## src/rtl/dm_port_arbiter_if.sv

```systemverilog
// dm_port_arbiter_if
//   Bundles every signal that passes between the M stage, the external
//   word-burst requester, the data memory and the arbiter.
//   modport slave  : the arbiter's view (requests and DM_RD in, grants and DM
//                    controls out).
//   modport master : the environment's view (the M stage, the external
//                    requester and the data memory together).
//   Signal groups:
//     M_*  : pipeline M-stage request, store data and returned read data.
//     X_*  : external burst request, beat/read/status feedback.
//     DM_* : data memory write enable, address, write data, op and read data.
interface dm_port_arbiter_if;
   logic        M_Req;
   logic        M_Wr;
   logic [31:0] M_Addr;
   logic [31:0] M_WD;
   logic [2:0]  M_Op;
   logic        M_Stall;
   logic [31:0] M_RD;

   logic        X_Req;
   logic        X_Wr;
   logic [31:0] X_Addr;
   logic [2:0]  X_Len;
   logic [31:0] X_WD;
   logic        X_Beat;
   logic [31:0] X_RD;
   logic        X_RValid;
   logic        X_Busy;
   logic        X_Done;

   logic        DM_Wr;
   logic [31:0] DM_A;
   logic [31:0] DM_WD;
   logic [2:0]  DM_Op;
   logic [31:0] DM_RD;

   modport slave (
      input  M_Req, M_Wr, M_Addr, M_WD, M_Op,
      output M_Stall, M_RD,
      input  X_Req, X_Wr, X_Addr, X_Len, X_WD,
      output X_Beat, X_RD, X_RValid, X_Busy, X_Done,
      output DM_Wr, DM_A, DM_WD, DM_Op,
      input  DM_RD
   );

   modport master (
      output M_Req, M_Wr, M_Addr, M_WD, M_Op,
      input  M_Stall, M_RD,
      output X_Req, X_Wr, X_Addr, X_Len, X_WD,
      input  X_Beat, X_RD, X_RValid, X_Busy, X_Done,
      input  DM_Wr, DM_A, DM_WD, DM_Op,
      output DM_RD
   );
endinterface

```

## src/rtl/dm_port_arbiter.sv

```systemverilog
// dm_port_arbiter
//   Shares the single data memory between the pipeline M stage and one
//   external word-burst requester (debug/DMA). The pipeline wins every
//   contested cycle, but after MAX_WAIT consecutive denied cycles the
//   external side gets one forced beat and the M stage stalls for that cycle.
//   Ports:
//     Clk  : clock, rising edge.
//     Rst  : asynchronous, active-low reset.
//     bus  : dm_port_arbiter_if.slave carrying the M-stage, external-port and
//            data-memory signals.
//   Parameters:
//     MAX_WAIT : denied cycles before a forced external beat (1..15).
//     WORD_OP  : DM op code driven for external word accesses.
module dm_port_arbiter #(
   parameter int          MAX_WAIT = 4,
   parameter logic [2:0]  WORD_OP  = 3'd0
) (
   input  logic               Clk,
   input  logic               Rst,
   dm_port_arbiter_if.slave   bus
);

   localparam logic [3:0] MAX_WAIT_C = 4'(MAX_WAIT);

   typedef enum logic [1:0] {
      IDLE  = 2'd0,
      BURST = 2'd1,
      FORCE = 2'd2
   } state_t;

   state_t      state;
   logic [31:0] addr_q;
   logic [2:0]  beats_left;
   logic        wr_q;
   logic [3:0]  wait_cnt;
   logic [31:0] x_rd_q;
   logic        x_rvalid_q;
   logic        x_done_q;

   logic        ext_gnt;
   logic [3:0]  wait_inc;

   // The external side owns the DM whenever the pipeline is idle during a
   // burst, or unconditionally while a forced beat is due.
   assign ext_gnt  = ((state == BURST) && !bus.M_Req) || (state == FORCE);
   assign wait_inc = wait_cnt + 4'd1;

   // Grant, stall and status outputs
   assign bus.M_Stall  = bus.M_Req && (state == FORCE);
   assign bus.X_Beat   = ext_gnt;
   assign bus.X_Busy   = (state != IDLE);
   assign bus.X_RD     = x_rd_q;
   assign bus.X_RValid = x_rvalid_q;
   assign bus.X_Done   = x_done_q;
   assign bus.M_RD     = bus.DM_RD;

   // DM mux: X_Req never reaches these outputs; only registered burst state
   // and the M-stage inputs do.
   always_comb begin
      bus.DM_Wr = bus.M_Req && bus.M_Wr;
      bus.DM_A  = bus.M_Addr;
      bus.DM_WD = bus.M_WD;
      bus.DM_Op = bus.M_Op;
      if (ext_gnt) begin
         bus.DM_Wr = wr_q;
         bus.DM_A  = addr_q;
         bus.DM_WD = bus.X_WD;
         bus.DM_Op = WORD_OP;
      end
   end

   // Burst FSM and registered external-port outputs
   always_ff @(posedge Clk or negedge Rst) begin
      if (!Rst) begin
         state      <= IDLE;
         addr_q     <= 32'd0;
         beats_left <= 3'd0;
         wr_q       <= 1'b0;
         wait_cnt   <= 4'd0;
         x_rd_q     <= 32'd0;
         x_rvalid_q <= 1'b0;
         x_done_q   <= 1'b0;
      end else begin
         x_rvalid_q <= 1'b0;
         x_done_q   <= 1'b0;
         case (state)
            IDLE: begin
               if (bus.X_Req) begin
                  // Low address bits are ignored: bursts are word aligned.
                  addr_q     <= bus.X_Addr & 32'hFFFF_FFFC;
                  beats_left <= bus.X_Len;
                  wr_q       <= bus.X_Wr;
                  wait_cnt   <= 4'd0;
                  state      <= BURST;
               end
            end
            BURST, FORCE: begin
               if (ext_gnt) begin
                  addr_q     <= addr_q + 32'd4;
                  beats_left <= beats_left - 3'd1;
                  wait_cnt   <= 4'd0;
                  if (!wr_q) begin
                     x_rd_q     <= bus.DM_RD;
                     x_rvalid_q <= 1'b1;
                  end
                  if (beats_left == 3'd0) begin
                     state    <= IDLE;
                     x_done_q <= 1'b1;
                  end else begin
                     state <= BURST;
                  end
               end else begin
                  // Only reachable in BURST with the pipeline holding the DM.
                  wait_cnt <= wait_inc;
                  if (wait_inc == MAX_WAIT_C) begin
                     state <= FORCE;
                  end
               end
            end
            default: state <= IDLE;
         endcase
      end
   end

endmodule

```

## src/flat_wrapper.sv

```systemverilog
// flat-port wrapper written by rule: the top's interface ports become plain ports
module dm_port_arbiter_flat 
#(
   parameter int          MAX_WAIT = 4,
   parameter logic [2:0]  WORD_OP  = 3'd0
)
  (Clk, Rst, bus_M_Req, bus_M_Wr, bus_M_Addr, bus_M_WD, bus_M_Op, bus_M_Stall, bus_M_RD, bus_X_Req, bus_X_Wr, bus_X_Addr, bus_X_Len, bus_X_WD, bus_X_Beat, bus_X_RD, bus_X_RValid, bus_X_Busy, bus_X_Done, bus_DM_Wr, bus_DM_A, bus_DM_WD, bus_DM_Op, bus_DM_RD);
  dm_port_arbiter_if bus_i ();
  input  logic Clk;
  input  logic Rst;
  input wire logic [$bits(bus_i.M_Req)-1:0] bus_M_Req;
  input wire logic [$bits(bus_i.M_Wr)-1:0] bus_M_Wr;
  input wire logic [$bits(bus_i.M_Addr)-1:0] bus_M_Addr;
  input wire logic [$bits(bus_i.M_WD)-1:0] bus_M_WD;
  input wire logic [$bits(bus_i.M_Op)-1:0] bus_M_Op;
  output wire logic [$bits(bus_i.M_Stall)-1:0] bus_M_Stall;
  output wire logic [$bits(bus_i.M_RD)-1:0] bus_M_RD;
  input wire logic [$bits(bus_i.X_Req)-1:0] bus_X_Req;
  input wire logic [$bits(bus_i.X_Wr)-1:0] bus_X_Wr;
  input wire logic [$bits(bus_i.X_Addr)-1:0] bus_X_Addr;
  input wire logic [$bits(bus_i.X_Len)-1:0] bus_X_Len;
  input wire logic [$bits(bus_i.X_WD)-1:0] bus_X_WD;
  output wire logic [$bits(bus_i.X_Beat)-1:0] bus_X_Beat;
  output wire logic [$bits(bus_i.X_RD)-1:0] bus_X_RD;
  output wire logic [$bits(bus_i.X_RValid)-1:0] bus_X_RValid;
  output wire logic [$bits(bus_i.X_Busy)-1:0] bus_X_Busy;
  output wire logic [$bits(bus_i.X_Done)-1:0] bus_X_Done;
  output wire logic [$bits(bus_i.DM_Wr)-1:0] bus_DM_Wr;
  output wire logic [$bits(bus_i.DM_A)-1:0] bus_DM_A;
  output wire logic [$bits(bus_i.DM_WD)-1:0] bus_DM_WD;
  output wire logic [$bits(bus_i.DM_Op)-1:0] bus_DM_Op;
  input wire logic [$bits(bus_i.DM_RD)-1:0] bus_DM_RD;
  assign bus_i.M_Req = bus_M_Req;
  assign bus_i.M_Wr = bus_M_Wr;
  assign bus_i.M_Addr = bus_M_Addr;
  assign bus_i.M_WD = bus_M_WD;
  assign bus_i.M_Op = bus_M_Op;
  assign bus_M_Stall = bus_i.M_Stall;
  assign bus_M_RD = bus_i.M_RD;
  assign bus_i.X_Req = bus_X_Req;
  assign bus_i.X_Wr = bus_X_Wr;
  assign bus_i.X_Addr = bus_X_Addr;
  assign bus_i.X_Len = bus_X_Len;
  assign bus_i.X_WD = bus_X_WD;
  assign bus_X_Beat = bus_i.X_Beat;
  assign bus_X_RD = bus_i.X_RD;
  assign bus_X_RValid = bus_i.X_RValid;
  assign bus_X_Busy = bus_i.X_Busy;
  assign bus_X_Done = bus_i.X_Done;
  assign bus_DM_Wr = bus_i.DM_Wr;
  assign bus_DM_A = bus_i.DM_A;
  assign bus_DM_WD = bus_i.DM_WD;
  assign bus_DM_Op = bus_i.DM_Op;
  assign bus_i.DM_RD = bus_DM_RD;
  dm_port_arbiter #(.MAX_WAIT(MAX_WAIT), .WORD_OP(WORD_OP)) u_core (.Clk(Clk), .Rst(Rst), .bus(bus_i));
endmodule
```

## config.mk

```make
export PLATFORM = sky130hd
export DESIGN_NAME = dm_port_arbiter_flat
export DESIGN_NICKNAME = d
export VERILOG_FILES = /design/src/rtl/dm_port_arbiter_if.sv /design/src/rtl/dm_port_arbiter.sv /design/src/flat_wrapper.sv
export SDC_FILE = /design/constraint.sdc
export NUM_CORES = 1
export LEC_CHECK = 0
export BUFFER_PORTS_ARGS = -buffer_cell sky130_fd_sc_hd__buf_2
export CAP_MARGIN = 20
export CELL_PAD_IN_SITES_DETAIL_PLACEMENT = 1
export CELL_PAD_IN_SITES_GLOBAL_PLACEMENT = 1
export CORE_ASPECT_RATIO = 0.5
export CORE_MARGIN = 3
export CORE_UTILIZATION = 27
export DETAILED_ROUTE_END_ITERATION = 10
export GPL_TIMING_DRIVEN = 0
export PLACE_DENSITY_LB_ADDON = 0.05
export SYNTH_ARGS = -nofsm -noshare
export SYNTH_HDL_FRONTEND = slang
export SYNTH_SLANG_ARGS = --single-unit
```

## constraint.sdc

```tcl
create_clock -name Clk -period 2.1 [get_ports Clk]
set_input_delay 0.42 -clock Clk [delete_from_list [all_inputs] [get_ports Clk]]
set_output_delay 0.42 -clock Clk [all_outputs]
set_load 0.05 [all_outputs]
```

==> run summary <==
Status: complete, but fails checks
Failing checks: setup timing
Number of antenna violations at the first check in global routing: 0
CTS Buf Count: 9
Worst setup path startpoint: u_core.state[1]
Final ANT Viol Nets: 0
Hold slack final: 56.8 ps
Slowest CP cell: dfrtp_1
Total grt overflow: 0
Required @ worst endpoint: 1680 ps
WS Path Type: reg -> out
Initial DRC count: 187
Mean Syn Cell Area: 8.08 µm²
Layout cells sized above 1: 0.629
Commonest cells post-synth: nand2_1, dfrtp_1, a21oi_1
First-pass detailed-route iteration total: 4
Synthesized area: 5030 µm²
Hpwl dp: 16.4 mm
Synth area leaders: dfrtp_1, nand2_1, mux2_2, buf_4, a21oi_1
WL/cell: 19.4 µm
Die ar.: 20400 µm²
First-pass GRT wire length: 33.3 mm
Lkg Pwr: 4.54 nW
CTS root buf: clkbuf_16
Hold buffers post-CTS: 0
Die X: 199 µm
Hold crit path type: in -> async
Sequential fraction of the synthesis area: 0.368
Max-cap check violation count: 0
Sw Ratio: 0.528
# clock sinks: 74
Slew at the pin closest to its max-slew limit: 678 ps
Maximum vdd ir drop: 0.922 mV
Vias in the first global route: 5941
Clk pwr share: 0.081
Finish-stage setup viols: 80
Primary FF master, synth: dfrtp_1
Clock Skews: 13.9 ps
Die Y: 103 µm
Tmin final: 2340 ps
Worst setup EP type: output pin
Cell chain of the critical path: inv_2 -> ha_4 -> nand2b_4 -> nor2b_4 -> buf_12 -> buf_12 -> clkbuf_16 -> nand2_1 -> nand2_2 -> buf_8
Post-synth EDFFs: 0
Period utilization: 1.12
Pin count of the biggest net entering global routing: 42
Net Switching: 10.7 mW
Core ar.: 17800 µm²
RR Startpoint: u_core.state[1]
Fin. Hold Viols: 0
Kind of cell adding the most delay to the critical path: buffers and inverters
Power density over the cells: 2200 nW/µm²
FF+latch count, synth: 74
Max incr delay on CP: 390 ps
Worst setup SP type: register
DP Cell Count: 1164
Longest Clk Path Bufs: 2
Initial core utilization: 0.282
Syn-to-layout area delta: 83.8%
Gr usage total: 0.210
RD Place Congestion: 0.745
Worst-Skew Late Latency: 350 ps
Worst slack at placement: -602 ps
Setup ws final: -242 ps
Cell Rows: 34
Syn. warnings: 0
RSZ-0062 raised after global routing: yes
Top cell type's share of synthesized area: 0.368
Library cells used by synthesis: 62
Post-Syn Nets: 804
H-tree depth: 3
Sum of buffers and inverters on the critical path: 5
Leading area contributor after synthesis: dfrtp_1
Final net count: 1153
Total Neg Setup Slack: -13900 ps
WL final: 23.5 mm
Drt drc: 0
Gate Count Post-Synth: 623
Max Slew Vio Count: 0
Via density: 4.82
Worst relative slew slack: 0.548
Async SR Flop Fraction: 1.00
Comb power frac: 0.781
Sequential share of power: 0.138
Total power: 20.3 mW
Detailed-route via count: 5844
Crit path top cell by count: buf_12
Boundary Pins: 309
Post-Layout Cell Count: 1212
Worst-path maximum fanout: 7
CTS tree: yes
WP data arrival: 1920 ps
Max Clock Freq: 427 MHz
P_int: 9.59 mW
Clock-pin slew on the worst setup and hold paths: 70 ps
Top-count cell post-synth: nand2_1
IO Port Bufs: 306
## kinds of logic (layout without fill, tap and decap cells)
logic type	count (synthesis)	in the layout	synth area share
and+or+nand+nor	310	310	0.292
muxes	38	38	0.0840
other	0	1	0
buffers and inverters	79	433	0.0939
AOI/OAI and AO/OA	113	113	0.140
adders and majority gates	9	9	0.0224
DFF	74	74	0.368
## timing repair
action	4_1_cts	5_1_grt
endpoints found under the setup margin	132	129
resized for setup	314	113
gates cloned	2	10
buffers inserted	16	5
pin swaps	21	15
## per-stage QoR
| stage | area [µm²] | utilization |
|---|---|---|
| finish | 9250 | 0.519 |
| detailed placement | 7040 | 0.395 |
| global placement | 7020 | 0.394 |
| global route | 9250 | 0.519 |
| floorplan | 5190 | - |
| CTS | 8620 | 0.483 |
## layout make-up
cell class                 instances  area (µm²)
tap                              234         293
sequential                        74        1850
antenna                            1        2.50
fill                            2124        8570
inverter                          11        60.1
buffer                            67         723
clock buffer                       9         225
multi-input combinational        470        3330
timing repair buffer             339        2690
clock inverter                     7        82.6
## registers in the layout (all words and copies together) (netlist names)
signal               flops
u_core.wait_cnt          4
u_core.wr_q              1
u_core.bus.X_Done        1
u_core.state             2
u_core.bus.X_RValid      1
u_core.beats_left        3
u_core.bus.X_RD         32
u_core.addr_q           30
## routing by layer
| layer | wire [µm] | global-route usage | vias up |
|---|---|---|---|
| met4 | 263 | 0.0485 | 0 |
| met5 | 0 | 0 | - |
| li1 | - | - | 2806 |
| met3 | 1010 | 0.0379 | 20 |
| met2 | 12100 | 0.378 | 150 |
| met1 | 10100 | 0.266 | 2868 |
## worst reg2reg max path, delay by kind of cell, from the launching register on
kind                     cells  cell delay (ps)
AND/OR/NAND/NOR              1              240
adder cells (fa/ha/maj)      1              260
flip-flops                   1              410
buffers and inverters        5              680
AO/OA/AOI/OAI                3              490
## power groups by stage
stage | Clock (mW) | Combinational (mW) | Sequential [mW]
detailed placement | 0 | 11.0 | 2.78
global placement | 0 | 10.9 | 2.75
floorplan | 0 | 7.10 | 3.77
CTS | 1.69 | 14.1 | 2.77
finish | 1.65 | 15.9 | 2.80
global route | 1.77 | 16.8 | 2.91
## path summary, 6_finish.rpt
kind,end,slack (ps),cells after the start
min reg2reg,u_core.bus.X_RD[24],500,1
max in group asynchronous,u_core.addr_q[29],1400,2
max,bus_DM_A[29],-240,10
min,u_core.bus.X_RD[11],60,1
min in group Clk,u_core.wr_q,310,2
max reg2reg,u_core.addr_q[7],-40,10
## placed cells by master (no fill, tap or decap), drive strengths merged, types with 4 or more instances in the layout
| master | n |
|---|---|
| buf | 387 |
| nand2 | 214 |
| dfrtp | 74 |
| a21oi | 44 |
| mux2 | 34 |
| clkbuf | 28 |
| o21ai | 24 |
| nor2 | 19 |
| nand3 | 16 |
| nand4 | 14 |
| inv | 14 |
| and2 | 13 |
| o22ai | 12 |
| ha | 9 |
| a2bb2oi | 8 |
| nand2b | 7 |
| nor3 | 6 |
| and4 | 5 |
| and3 | 4 |
| o32ai | 4 |
| mux2i | 4 |
| nor4 | 4 |
No activity file was read; power rests on OpenSTA's default activity.
